==> config.mk <==
export PLATFORM = sky130hd
export DESIGN_NAME = nf_10g_rx_port_stats
export DESIGN_NICKNAME = d
export VERILOG_FILES = /design/src/rtl/nf_10g_rx_port_stats.sv
export SDC_FILE = /design/constraint.sdc
export NUM_CORES = 2
export LEC_CHECK = 0
export CAP_MARGIN = 15
export CORE_UTILIZATION = 30
export CTS_CLUSTER_DIAMETER = 80
export CTS_CLUSTER_SIZE = 24
export DETAILED_ROUTE_END_ITERATION = 8
export REMOVE_ABC_BUFFERS = 1
export SYNTH_ARGS = -nofsm -noshare
export SYNTH_HDL_FRONTEND = slang
export SYNTH_SLANG_ARGS = --single-unit
==> constraint.sdc <==
create_clock -name axis_aclk -period 27.8 [get_ports axis_aclk]
set_input_delay 6.95 -clock axis_aclk [delete_from_list [all_inputs] [get_ports axis_aclk]]
set_output_delay 6.95 -clock axis_aclk [all_outputs]
set_load 0.01 [all_outputs]
==> src/rtl/nf_10g_rx_port_stats.sv <==
// Registered AXIS pass-through (1-cycle latency, 2-entry skid, registered tready) with per-port
// frame/byte/runt/giant/length-error/link-drop counters and a snapshot-and-clear stats interface.
module nf_10g_rx_port_stats #(
  parameter int C_AXIS_DATA_WIDTH  = 256,
  parameter int C_AXIS_TUSER_WIDTH = 128,
  parameter int C_BYTE_CNT_WIDTH   = 48,
  parameter int C_MIN_FRAME        = 60,
  parameter int C_MAX_FRAME        = 1514
) (
  input  logic                              axis_aclk,
  input  logic                              axis_aresetn,
  input  logic [C_AXIS_DATA_WIDTH-1:0]      s_axis_tdata,
  input  logic [C_AXIS_DATA_WIDTH/8-1:0]    s_axis_tkeep,
  input  logic [C_AXIS_TUSER_WIDTH-1:0]     s_axis_tuser,
  input  logic                              s_axis_tvalid,
  input  logic                              s_axis_tlast,
  output logic                              s_axis_tready,
  output logic [C_AXIS_DATA_WIDTH-1:0]      m_axis_tdata,
  output logic [C_AXIS_DATA_WIDTH/8-1:0]    m_axis_tkeep,
  output logic [C_AXIS_TUSER_WIDTH-1:0]     m_axis_tuser,
  output logic                              m_axis_tvalid,
  output logic                              m_axis_tlast,
  input  logic                              m_axis_tready,
  input  logic                              link_up,
  input  logic                              stats_snapshot,
  output logic [31:0]                       stat_pkts,
  output logic [C_BYTE_CNT_WIDTH-1:0]       stat_bytes,
  output logic [31:0]                       stat_runts,
  output logic [31:0]                       stat_giants,
  output logic [31:0]                       stat_len_err,
  output logic [31:0]                       stat_link_drops,
  output logic                              stat_valid
);
  localparam int KEEP_W = C_AXIS_DATA_WIDTH / 8;
  localparam int BEAT_W = $clog2(KEEP_W + 1);
  localparam logic [15:0] MIN_LEN = 16'(C_MIN_FRAME);
  localparam logic [15:0] MAX_LEN = 16'(C_MAX_FRAME);

  typedef struct packed {
    logic [C_AXIS_DATA_WIDTH-1:0]  data;
    logic [KEEP_W-1:0]             keep;
    logic [C_AXIS_TUSER_WIDTH-1:0] user;
    logic                          last;
  } beat_t;

  typedef enum logic {IDLE, IN_FRAME} state_t;

  beat_t in_beat, main_q, skid_q;
  logic  main_vld, skid_vld, in_rdy;
  logic  accept, load_main;

  assign in_beat   = '{data: s_axis_tdata, keep: s_axis_tkeep, user: s_axis_tuser, last: s_axis_tlast};
  assign accept    = s_axis_tvalid && in_rdy;
  assign load_main = !main_vld || m_axis_tready;

  // in_rdy is the registered "skid empty next cycle" so m_axis_tready never reaches s_axis_tready combinationally
  always_ff @(posedge axis_aclk) begin
    if (!axis_aresetn) begin
      main_vld <= 1'b0;
      skid_vld <= 1'b0;
      in_rdy   <= 1'b0;
      main_q   <= '0;
      skid_q   <= '0;
    end else begin
      if (load_main) begin
        if (skid_vld) begin
          main_q   <= skid_q;
          main_vld <= 1'b1;
          skid_vld <= 1'b0;
        end else begin
          main_vld <= accept;
          if (accept) main_q <= in_beat;
        end
      end else if (accept) begin
        skid_q   <= in_beat;
        skid_vld <= 1'b1;
      end
      in_rdy <= load_main || !(skid_vld || accept);
    end
  end

  assign s_axis_tready = in_rdy;
  assign m_axis_tvalid = main_vld;
  assign m_axis_tdata  = main_q.data;
  assign m_axis_tkeep  = main_q.keep;
  assign m_axis_tuser  = main_q.user;
  assign m_axis_tlast  = main_q.last;

  logic [BEAT_W-1:0] beat_bytes;
  always_comb begin
    beat_bytes = '0;
    for (int i = 0; i < KEEP_W; i++) beat_bytes = beat_bytes + BEAT_W'(s_axis_tkeep[i]);
  end

  state_t      state;
  logic [15:0] frame_len, exp_len;
  logic [16:0] len_sum;
  logic [15:0] len_acc, end_len, end_exp;
  logic        frame_end;

  assign len_sum   = {1'b0, frame_len} + 17'(beat_bytes);
  assign len_acc   = len_sum[16] ? 16'hFFFF : len_sum[15:0];
  assign end_len   = (state == IDLE) ? 16'(beat_bytes) : len_acc;
  assign end_exp   = (state == IDLE) ? s_axis_tuser[15:0] : exp_len;
  assign frame_end = accept && s_axis_tlast;

  // Frame-end results are registered so counters update one cycle after the tlast beat is accepted
  logic        evt_vld, evt_runt, evt_giant, evt_err;
  logic [15:0] evt_len;

  always_ff @(posedge axis_aclk) begin
    if (!axis_aresetn) begin
      state     <= IDLE;
      frame_len <= '0;
      exp_len   <= '0;
      evt_vld   <= 1'b0;
      evt_runt  <= 1'b0;
      evt_giant <= 1'b0;
      evt_err   <= 1'b0;
      evt_len   <= '0;
    end else begin
      if (accept) begin
        if (s_axis_tlast) begin
          state <= IDLE;
        end else if (state == IDLE) begin
          state     <= IN_FRAME;
          exp_len   <= s_axis_tuser[15:0];
          frame_len <= 16'(beat_bytes);
        end else begin
          frame_len <= len_acc;
        end
      end
      evt_vld   <= frame_end;
      evt_len   <= frame_end ? end_len : 16'd0;
      evt_runt  <= frame_end && (end_len < MIN_LEN);
      evt_giant <= frame_end && (end_len > MAX_LEN);
      evt_err   <= frame_end && (end_len != end_exp);
    end
  end

  function automatic logic [31:0] sat_inc(input logic [31:0] cnt, input logic en);
    return (en && !(&cnt)) ? cnt + 32'd1 : cnt;
  endfunction

  logic [31:0]                 pkts_cnt, runts_cnt, giants_cnt, err_cnt, drops_cnt;
  logic [C_BYTE_CNT_WIDTH-1:0] bytes_cnt;
  logic [C_BYTE_CNT_WIDTH:0]   bytes_sum;
  logic                        link_q, link_drop, snap_q;

  assign bytes_sum = {1'b0, bytes_cnt} + (C_BYTE_CNT_WIDTH+1)'(evt_len);
  assign link_drop = link_q && !link_up;

  // On a snapshot the stat regs take the pre-increment value and the live counters keep only this cycle's event
  always_ff @(posedge axis_aclk) begin
    if (!axis_aresetn) begin
      pkts_cnt        <= '0;
      bytes_cnt       <= '0;
      runts_cnt       <= '0;
      giants_cnt      <= '0;
      err_cnt         <= '0;
      drops_cnt       <= '0;
      stat_pkts       <= '0;
      stat_bytes      <= '0;
      stat_runts      <= '0;
      stat_giants     <= '0;
      stat_len_err    <= '0;
      stat_link_drops <= '0;
      link_q          <= 1'b0;
      snap_q          <= 1'b0;
      stat_valid      <= 1'b0;
    end else begin
      link_q     <= link_up;
      snap_q     <= stats_snapshot;
      stat_valid <= snap_q;
      if (stats_snapshot) begin
        stat_pkts       <= pkts_cnt;
        stat_bytes      <= bytes_cnt;
        stat_runts      <= runts_cnt;
        stat_giants     <= giants_cnt;
        stat_len_err    <= err_cnt;
        stat_link_drops <= drops_cnt;
        pkts_cnt        <= 32'(evt_vld);
        bytes_cnt       <= C_BYTE_CNT_WIDTH'(evt_len);
        runts_cnt       <= 32'(evt_runt);
        giants_cnt      <= 32'(evt_giant);
        err_cnt         <= 32'(evt_err);
        drops_cnt       <= 32'(link_drop);
      end else begin
        pkts_cnt   <= sat_inc(pkts_cnt, evt_vld);
        bytes_cnt  <= bytes_sum[C_BYTE_CNT_WIDTH] ? '1 : bytes_sum[C_BYTE_CNT_WIDTH-1:0];
        runts_cnt  <= sat_inc(runts_cnt, evt_runt);
        giants_cnt <= sat_inc(giants_cnt, evt_giant);
        err_cnt    <= sat_inc(err_cnt, evt_err);
        drops_cnt  <= sat_inc(drops_cnt, link_drop);
      end
    end
  end

endmodule

==> summary.md <==
| Metric | Value |
|---|---|
| Max-slew violation count | 0 |
| Cell breakdown of the critical path | clkdlybuf4s50_1, fa_1, inv_1, fa_1, fa_1, fa_1, fa_1, fa_1, inv_1, ha_1, fa_1, a21o_1, a21oi_1, xnor2_1, ha_1, a21o_1, a21oi_1, a21o_1, o21ai_0, a211o_1, a2111oi_0, o221ai_1, nor4b_1, o22ai_1 |
| GR Overflow Total | 0 |
| Final setup violation count | 0 |
| Number of library cell types mapped by synthesis | between 60 and 70 |
| Die span in y | between 400 and 500 um |
| Relative slew slack | 26.7% |
| Clock Tree Buf Depth | 3 |
| Sum Neg Setup Slack | 0 ns |
| Avg Vias per Cell | ~4.8 |
| Critical Path Max Stage Delay | between 0.6 and 0.7 ns |
| Total CTS buffers | 91 |
| Grt peak-use layer | met2 |
| Die area | roughly 0.19 mm2 |
| Fraction of registers with async set/reset | 0% |
| Max FO, Critical Path | 18 |
| Predominant post-synthesis flop cell | dfxtp_1 |
| Clk Latency, worst-skew pair | roughly 0.76 ns |
| Critical path data arrival time | between 15 and 20 ns |
| CP required | roughly 28 ns |
| Clock Power Share | a little over a third |
| Area growth, synth to finish | 28.2% |
| GRT met3 Usage | between 5 and 6% |
| Worst-Margin Slew | approximately 1.1 ns |
| Internal power | about 0.003 W |
| Core ar. | roughly 0.18 mm2 |
| WL final | approximately 180,000 um |
| Combinational Power Share | between 10% and 20% |
| R2r endpoint | m_axis_tuser[81] |
| Worst Hold End | skid_q[191] |
| Top Ports | 1,051 |
| Mapped Avg Cell Area | 9.28 um2 |
| Netlist Area Pre-Place | around 0.055 mm2 |
| Starting density of the core | about 30% |
| Min-Delay Path Class | flop to flop |
| Fin nets | 7,212 |
| R2r setup slk | around 22 ns |
| Port bufs | 1,050 |
| Root buffer cell | clkbuf_16 |
| Hold_sp | skid_q[191] |
| DRC Markers | 0 |
| WP buf/inv | 3 |
| Layout cells sized above 1 | under 10% |
| Worst Setup Start Kind | input port |
| Largest net degree at the start of global routing | 229 |
| Fmax | about 0.067 GHz |
| Hold Crit Depth | 2 |
| P_sw | between 0.001 and 0.0015 W |
| Post-Synth Simple-Gate Area | between 10% and 20% |
| Max VDD drop | about 0.066 mV |
| Non-Filler Instances | between 9,000 and 10,000 |
| Gpl congestion | 0.828 |
| Pwr per Cell Area | 60.8 mW/mm2 |
| CP top delay family | adder cells |
| FP Rows | between 150 and 200 |
| Synth Area in XOR/XNOR | under 10% |
| CP max-delay cell | a2111oi_0 |
| Mux share of post-synthesis cell area | roughly 11% |
| Total number of vias | about 45,000 |
| CTS sink cnt | roughly 1,300 |
| Die X | ~430 um |
| Global-route wire length before repair | 268,000 um |
| Reg clk slew, reported paths | ~0.08 ns |
| CTS H-tree depth | 3 |
| Crit path time final | approximately 15 ns |
| Register area share after synthesis | 47.3% |
| Grt met2 use | between 30% and 40% |
| Vias in the first global route | about 43,000 |
| CTS resizes | 0 |
| Iteration-0 DRC Markers | 2,417 |
| Initial antenna violation count | 49 |
| Main combinational cell family by area after synthesis | simple AND/OR/NAND/NOR gates |
| RSZ-0062 raised after global routing | no |
| GR met1 Demand/Resource | about a fifth |
| Hpwl dp | 128,000 um |
| Total Routing Usage GR | 18.4% |
| Post-place instance area | 0.0678 mm2 |
| Final WS setup | 12.94 ns |
| Status | completed |
| Seq pwr share | about 46% |
| Final Hold Viols | 0 |
| Final worst path period share | between 50% and 60% |
| Compound-Gate Fraction of Synth Area | roughly 16% |
| Setup bufs post-CTS | 0 |
| DRT antenna net count | 0 |
| Post-synth EDFFs | 0 |
| Leakage | approximately 28 nW |
| Hold buffers post-CTS | 0 |
| Crit path from | s_axis_tkeep[11] |
| Synth Register Bits | around 1,300 |
| Worst R2R Start | skid_vld |
| Max Cap Viol | 0 |
| DRT Pass-1 Iters | 5 |
| Post-Synthesis Cells | around 6,000 |
| Placed Instances | just over 9,000 |
| Critical path class | input port to flop |
| Drt wl/cell | between 15 and 20 um |
| Worst Skew | about 0.033 ns |
| Fin area | 0.0711 mm2 |
| Yosys warnings | 0 |
| Switching share of power | between 30% and 40% |
| Worst path most repeated cell | fa_1 |
| R2r worst-path depth | 9 |
| Post-place setup slack | between 10 and 15 ns |
| Setup crit end kind | flop |
| CTS tree | built |
| Post-Synth Adder-Cell Area | under 10% |
[sequential cells by signal, indices dropped and copies added (netlist names), 32 cells and up]
name and count:
stat_len_err 32, m_axis_tdata 256, m_axis_tkeep 32, stat_pkts 32, runts_cnt 32, skid_q 417
stat_runts 32, err_cnt 32, pkts_cnt 32, giants_cnt 32, drops_cnt 32, bytes_cnt 48
stat_link_drops 32, stat_bytes 48, stat_giants 32, m_axis_tuser 128
[how the worst max path moves through the flow]
stage / end / slack (ns) / depth (start not counted)
after floorplan: m_axis_tkeep[12] / -13.52 / 4
after global placement: evt_err / 12.13 / 24
after detailed placement: evt_err / 12.17 / 24
after CTS: evt_err / 13.03 / 24
after global routing: evt_err / 12.58 / 24
final: evt_err / 12.94 / 24
[power groups by stage]
stage / logic, W / registers, W / clock network, W
floorplan: 0.000535 / 0.00203 / 0
global route: 0.000941 / 0.00198 / 0.00162
global placement: 0.000855 / 0.00201 / 0
CTS: 0.000861 / 0.00197 / 0.00156
finish: 0.000851 / 0.00197 / 0.00150
detailed placement: 0.000856 / 0.00201 / 0
[Yosys cell counts (3+ instances only)]
library cell,number,share of area [%]
a2111oi_0,3,0.047
a211oi_1,6,0.081
a21boi_0,439,5.9
a21o_1,15,0.20
a21oi_1,80,0.72
a22o_1,3,0.047
a31oi_1,17,0.19
and2_1,30,0.34
and3_1,28,0.32
and4_1,21,0.33
buf_1,25,0.17
buf_2,5,0.045
clkbuf_1,400,2.7
dfxtp_1,1309,47
fa_1,26,0.94
ha_1,34,0.77
inv_1,65,0.44
mux2i_1,618,11
nand2_1,1415,9.6
nand2b_1,10,0.11
nand3_1,91,0.82
nand4_1,48,0.54
nor2_1,213,1.4
nor2b_1,220,2.5
nor3_1,44,0.40
nor4_1,13,0.15
nor4b_1,5,0.079
o211a_1,417,7.5
o211ai_1,18,0.24
o21a_1,5,0.068
o21ai_0,80,0.72
o21bai_1,4,0.054
o221ai_1,6,0.095
o22ai_1,3,0.034
or2_2,5,0.056
or3_1,30,0.34
or4_1,3,0.041
xnor2_1,74,1.2
xor2_1,107,1.7
[cell usage in the layout, fill, tap and decap left out, drive strengths merged, types with 6 or more instances in the layout]
master / netlist / routed
xnor2: 74 / 74
o211a: 417 / 417
and4: 21 / 21
o21ai: 81 / 81
clkinv: 0 / 19
ha: 34 / 34
and2: 30 / 30
nor2b: 220 / 220
a21o: 15 / 15
fa: 26 / 26
nand2b: 10 / 10
clkinvlp: 0 / 7
a21boi: 440 / 440
and3: 28 / 28
buf: 32 / 48
dfxtp: 1309 / 1309
nor2: 213 / 213
a211oi: 6 / 6
nand2: 1415 / 1415
or3: 30 / 30
a31oi: 17 / 17
nand3: 92 / 92
nand4: 48 / 48
inv: 65 / 103
nor3: 45 / 45
o221ai: 6 / 6
o211ai: 18 / 18
nor4: 14 / 14
a21oi: 80 / 80
diode: 0 / 19
xor2: 107 / 107
mux2i: 618 / 618
clkbuf: 400 / 102
clkdlybuf4s50: 0 / 1048
[routing by layer]
| metal | vias up | part of all wire, % | routed length, um |
|---|---|---|---|
| li1 | 22000 | - | - |
| met1 | 21500 | 41 | 73800 |
| met2 | 923 | 49 | 88100 |
| met3 | 298 | 7.2 | 13000 |
| met4 | 34 | 3.2 | 5850 |
| met5 | - | 0.12 | 220 |
[worst register-to-register path: cells and delay by family (launching register included)]
family | cells | cell delay, ns
buf+inv | 6 | 4.58
flops | 1 | 0.85
mux | 1 | 0.31
simple gates | 1 | 0.15
compound gates | 1 | 0.21
[per-stage QoR]
stage | utilization [%] | hold WS (ns) | power, W
final | 38.8 | 0.467 | 0.00432
after detailed placement | 37.0 | 0.445 | 0.00287
after global routing | 38.8 | 0.485 | 0.00454
after floorplan | - | 0.412 | 0.00256
after CTS | 38.8 | 0.470 | 0.00439
after global placement | 37.0 | 0.423 | 0.00287
[kinds of logic (layout without fill, tap and decap cells)]
| logic type | count (synthesis) | after routing |
|---|---|---|
| other | 0 | 19 |
| AND/OR/NAND/NOR | 2185 | 2185 |
| AO/OA/AOI/OAI | 1121 | 1121 |
| XOR/XNOR | 181 | 181 |
| multiplexers | 619 | 619 |
| adder cells (fa/ha/maj) | 60 | 60 |
| flip-flops | 1309 | 1309 |
| buffers and inverters | 497 | 1331 |
[cell type report]
cell class              count  area, um2
diodes                     19       47.5
clock buffers             102       2360
clock inverters            68        868
fillers                 18100     112000
inverters                  65        244
multi-input cells        4166      27400
flip-flops and latches   1309      26200
well taps                2464       3080
repair buffers           1096      10900
Note: power is estimated with default switching activity, not from simulation.
